### src/rtl/arm_cond_pkg.sv
// ARM condition-code encodings and NZCV flag bit positions, shared by the status flag
// control logic and its pipeline stage registers.
package arm_cond_pkg;

  localparam logic [3:0] CC_EQ = 4'h0;
  localparam logic [3:0] CC_NE = 4'h1;
  localparam logic [3:0] CC_CS = 4'h2;
  localparam logic [3:0] CC_CC = 4'h3;
  localparam logic [3:0] CC_MI = 4'h4;
  localparam logic [3:0] CC_PL = 4'h5;
  localparam logic [3:0] CC_VS = 4'h6;
  localparam logic [3:0] CC_VC = 4'h7;
  localparam logic [3:0] CC_HI = 4'h8;
  localparam logic [3:0] CC_LS = 4'h9;
  localparam logic [3:0] CC_GE = 4'hA;
  localparam logic [3:0] CC_LT = 4'hB;
  localparam logic [3:0] CC_GT = 4'hC;
  localparam logic [3:0] CC_LE = 4'hD;
  localparam logic [3:0] CC_AL = 4'hE;
  localparam logic [3:0] CC_NV = 4'hF;

  localparam int FLAG_N = 3;
  localparam int FLAG_Z = 2;
  localparam int FLAG_C = 1;
  localparam int FLAG_V = 0;

endpackage

### src/rtl/flag_stage_reg.sv
// One pipeline slot of in-flight flag state: a valid bit plus NZCV.
// Holds while en is low; synchronous active-low reset clears both fields.
module flag_stage_reg
  import arm_cond_pkg::*;
(
  input  logic       clk,
  input  logic       rst,
  input  logic       en,
  input  logic       valid_d,
  input  logic [3:0] flags_d,
  output logic       valid_q,
  output logic [3:0] flags_q
);

  always_ff @(posedge clk) begin
    if (!rst) begin
      valid_q <= 1'b0;
      flags_q <= 4'b0000;
    end else if (en) begin
      valid_q <= valid_d;
      flags_q <= flags_d;
    end
  end

endmodule

### src/rtl/status_flag_ctrl.sv
// NZCV status register with EXE->MEM->commit sequencing and ID flag-hazard stall.
// Define FLAG_FWD_EN to forward in-flight flags to ID instead of stalling.
module status_flag_ctrl
  import arm_cond_pkg::*;
#(
  parameter int         CNT_W   = 16,
  parameter logic [3:0] COND_AL = CC_AL,
  parameter logic [3:0] COND_NV = CC_NV
) (
  input  logic             clk,
  input  logic             rst,
  input  logic             id_valid,
  input  logic [3:0]       id_cond,
  input  logic             id_s,
  input  logic [3:0]       exe_flags,
  input  logic             flush,
  input  logic             freeze,
  output logic [3:0]       status_bits,
  output logic             stall_id,
  output logic [3:0]       flags_arch,
  output logic [1:0]       pending,
  output logic [CNT_W-1:0] stall_cnt
);

  localparam logic [CNT_W-1:0] CNT_ONE = 1;

  function automatic logic [CNT_W-1:0] sat_inc(input logic [CNT_W-1:0] cnt,
                                               input logic inc);
    if (inc && (cnt != '1)) return cnt + CNT_ONE;
    return cnt;
  endfunction

  logic             needs_flags;
  logic             hazard;
  logic             stall_int;
  logic             p_exe_d;
  logic             p_exe_q;
  logic             p_mem_q;
  logic [3:0]       f_mem_q;
  logic [3:0]       exe_slot_flags_unused;
  logic [3:0]       flags_arch_d;
  logic [3:0]       flags_arch_q;
  logic [CNT_W-1:0] stall_cnt_d;
  logic [CNT_W-1:0] stall_cnt_q;

  always_comb begin
    needs_flags = id_valid & (id_cond != COND_AL) & (id_cond != COND_NV);
    hazard      = needs_flags & (p_exe_q | p_mem_q);
`ifdef FLAG_FWD_EN
    stall_int   = 1'b0;
    status_bits = p_exe_q ? exe_flags : (p_mem_q ? f_mem_q : flags_arch_q);
`else
    stall_int   = hazard & ~flush;
    status_bits = flags_arch_q;
`endif
    // A stalled or flushed flag-setter becomes a bubble in EXE
    p_exe_d      = id_valid & id_s & ~stall_int & ~flush;
    flags_arch_d = p_mem_q ? f_mem_q : flags_arch_q;
    stall_cnt_d  = sat_inc(stall_cnt_q, stall_int);
  end

  // EXE slot tracks only the writer; its flags appear on exe_flags directly
  flag_stage_reg u_exe_stage (
    .clk     (clk),
    .rst     (rst),
    .en      (~freeze),
    .valid_d (p_exe_d),
    .flags_d (4'b0000),
    .valid_q (p_exe_q),
    .flags_q (exe_slot_flags_unused)
  );

  flag_stage_reg u_mem_stage (
    .clk     (clk),
    .rst     (rst),
    .en      (~freeze),
    .valid_d (p_exe_q),
    .flags_d (exe_flags),
    .valid_q (p_mem_q),
    .flags_q (f_mem_q)
  );

  always_ff @(posedge clk) begin
    if (!rst) begin
      flags_arch_q <= 4'b0000;
      stall_cnt_q  <= '0;
    end else if (!freeze) begin
      flags_arch_q <= flags_arch_d;
      stall_cnt_q  <= stall_cnt_d;
    end
  end

  assign stall_id   = stall_int;
  assign flags_arch = flags_arch_q;
  assign pending    = {p_mem_q, p_exe_q};
  assign stall_cnt  = stall_cnt_q;

endmodule

### config.mk
export PLATFORM = sky130hd
export DESIGN_NAME = status_flag_ctrl
export DESIGN_NICKNAME = d
export VERILOG_FILES = /design/src/rtl/arm_cond_pkg.sv /design/src/rtl/flag_stage_reg.sv /design/src/rtl/status_flag_ctrl.sv
export SDC_FILE = /design/constraint.sdc
export NUM_CORES = 1
export LEC_CHECK = 0
export ABC_AREA = 1
export BUFFER_PORTS_ARGS = -buffer_cell sky130_fd_sc_hd__buf_2
export CORE_ASPECT_RATIO = 1.5
export CORE_MARGIN = 2
export CORE_UTILIZATION = 45
export CTS_BUF_LIST = sky130_fd_sc_hd__clkbuf_16
export CTS_CLUSTER_SIZE = 30
export DETAILED_ROUTE_END_ITERATION = 6
export PLACE_DENSITY = 0.8
export SYNTH_ARGS = -nofsm -noshare
export SYNTH_HDL_FRONTEND = slang
export SYNTH_SLANG_ARGS = --single-unit
### constraint.sdc
create_clock -name clk -period 2.59 [get_ports clk]
set_clock_uncertainty 0.15 [all_clocks]
set_input_delay 0.3885 -clock clk [delete_from_list [all_inputs] [get_ports clk]]
set_output_delay 0.3885 -clock clk [all_outputs]
set_load 0.03 [all_outputs]
==> flow_metrics.tcl <==
set metrics [dict create \
    arrival_ns 1.94 \
    clockRootBuffer "clkbuf_16" \
    maxCapViolations 0 \
    clkSinkCount 26 \
    fin_tns_setup_ns 0 \
    drt-total-wl_um 3090 \
    final_common_cell "nand2_1" \
    power.leakage_nw 0.725 \
    cp.required_ns 2.63 \
    die_area_um2 3750 \
    hp-start "exe_flags[3]" \
    multi_input_area_um2 783 \
    timing.max_slew.rel_slack 0.603 \
    dpl_cell_area_um2 1630 \
    layout_common_cells "59 x nand2_1, 39 x nor2_1, 39 x buf_2" \
    synth_warnings 0 \
    io_pins 41 \
    route.vias.total 1420 \
    hold_path_class "primary input to register" \
    rows 25 \
    grt_max_degree 15 \
    critPathLaunch "stall_cnt[0]" \
    fmax_ghz 0.527 \
    period_minus_slack_ns 1.90 \
    vdd_drop_max_mv 0.349 \
    initial_core_util 0.470 \
    finalInstanceArea_um2 1710 \
    final_max_slew_viol_count 0 \
    post-route-period-util 0.733 \
    drtIter0Drc 29 \
    slowest_delay_ns 0.45 \
    syn_to_final_growth_pct 16.2 \
    rsz0062_at_grt "no" \
    place_congestion 0.867 \
    htreeDepth 1 \
    cts_resized 0 \
    crit_chain "ha_1 -> inv_2 -> nor2_4 -> nand3_1 -> nor2_1 -> nor2_2 -> nand2_1 -> a21oi_2" \
    clock_path_buffers 2 \
    detail_route.wl_per_cell_um 10.7 \
    nFillCells 321 \
    firstDrtPassIters 4 \
    pre_cts_slack_ns 0.695 \
    synth-seq-cells 26 \
    critPathKind "register to register" \
    clkTransAtPathRegs_ns 0.07 \
    yosysSeqAreaShare 0.354 \
    die_w_um 50.7 \
    drc 0 \
    dp.cells 285 \
    worst_skew_pair.late_latency_ns 0.26 \
    grt_pass1_wl_um 5000 \
    final_cells 289 \
    cts_tree "built" \
    viasPerCell 4.91 \
    core_area_um2 3130 \
    status "complete, no violations" \
    grt_usage 0.174 \
    tightest_slew_ns 0.595 \
    hold_violations 0 \
    synth_area_per_cell_um2 6.77 \
    drive_above_1_share 0.257 \
    antenna_found_initial 0 \
    power_density_nw_per_um2 483 \
    crit_path_top_delay_cell "nor2_2" \
    cp-start-kind "register" \
    synth_cell_types 23 \
    grt_pass1_vias 1233 \
    dp.final_hpwl_um 2210 \
    die_y_um 74.0 \
    setup_violations 0 \
    critPathMaxFanout 14 \
    ant_nets 0 \
    synth_area_um2 1470 \
    fin_ws_ns 0.691 \
    insertedDiodeCount 0 \
    reg2reg_from "stall_cnt[0]" \
    port_buffers 39 \
    cts_hold_buffers 0 \
    syn_inst 217 \
    cp-end-kind "register" \
    grt_remaining_overflow 0 \
    syn-num-nets 232 \
    postCtsSetupBuffers 0 \
    whs_ns 0.208 \
    nets 265 \
    cts_made_buffers 3 \
    seq_area_um2 520 \
]
==> stage by stage <==
step | power (mW) | util
6_report | 0.824 | 0.546
5_1_grt | 0.848 | 0.546
4_1_cts | 0.825 | 0.546
3_5_place_dp | 0.484 | 0.520
3_3_place_gp | 0.484 | 0.520
2_1_floorplan | 0.470 | -
==> power breakdown <==
part	total (mW)	switching (mW)	internal, mW
clock network	0.350	0.143	0.207
registers	0.413	0.00484	0.409
logic	0.0609	0.0417	0.0192
total	0.824	0.190	0.635
==> path summary, 6_finish.rpt <==
| path | slack [ns] | depth (start not counted) | to |
|---|---|---|---|
| setup reg to reg | 0.69 | 8 | stall_cnt[11] |
| hold / removal | 0.21 | 3 | u_mem_stage.flags_q[3] |
| setup / recovery | 0.69 | 8 | stall_cnt[11] |
| hold reg to reg | 0.34 | 2 | u_mem_stage.flags_q[3] |
==> worst max-delay path, delay by kind of cell (launching register included) <==
kind | cells | cell delay, ns
adder cells (fa/ha/maj) | 1 | 0.26
AND/OR/NAND/NOR | 5 | 0.81
flip-flops | 1 | 0.35
buffers and inverters | 1 | 0.08
AO/OA/AOI/OAI | 1 | 0.18
==> logic make-up (layout without fill, tap and decap cells) <==
family                     count (synthesis)  after routing  synth area share
and+or+nand+nor                          122            122             0.359
DFF                                       26             26             0.354
buffers and inverters                     32             64             0.112
adders and majority gates                  1              1           0.00852
xor gates and xnor gates                   7              7            0.0417
AOI/OAI and AO/OA                         29             29             0.124
==> layout make-up <==
| cell class | instances | area share |
|---|---|---|
| Clock buffer | 3 | 0.0440 |
| Clock inverter | 1 | 0.00220 |
| Inverter | 21 | 0.0462 |
| Multi-Input combinational cell | 159 | 0.459 |
| Sequential cell | 26 | 0.305 |
| Tap cell | 40 | 0.0293 |
| Timing Repair Buffer | 39 | 0.114 |
==> state kept, by name (all words and copies together), names as in the netlist <==
| signal | flops |
|---|---|
| flags_arch | 4 |
| stall_cnt | 16 |
| u_exe_stage.valid_q | 1 |
| u_mem_stage.flags_q | 4 |
| u_mem_stage.valid_q | 1 |
==> metal layers <==
metal	wire, um	global-route usage
met1	1250	0.184
met2	1610	0.317
met3	135	0.0301
met4	87	0.111
met5	0	0
==> Yosys cell counts <==
cell type | count | area, um2
ha_1 | 1 | 12.5
nor3_1 | 1 | 5.00
nor2_2 | 1 | 6.26
nand4_1 | 5 | 31.3
nand2_2 | 5 | 31.3
o21ai_0 | 14 | 70.1
nand2_4 | 1 | 11.3
inv_1 | 19 | 71.3
a21oi_2 | 10 | 87.6
nor2_1 | 39 | 146
inv_2 | 2 | 7.51
buf_1 | 1 | 3.75
dfxtp_1 | 26 | 521
buf_4 | 7 | 52.6
nor2_4 | 3 | 33.8
nand3_1 | 8 | 40.0
buf_12 | 1 | 20.0
buf_2 | 2 | 10.0
xnor2_1 | 3 | 26.3
a21oi_1 | 3 | 15.0
nand2_1 | 59 | 221
xor2_1 | 4 | 35.0
o21ai_1 | 2 | 10.0
No activity file was read; power rests on OpenSTA's default activity.
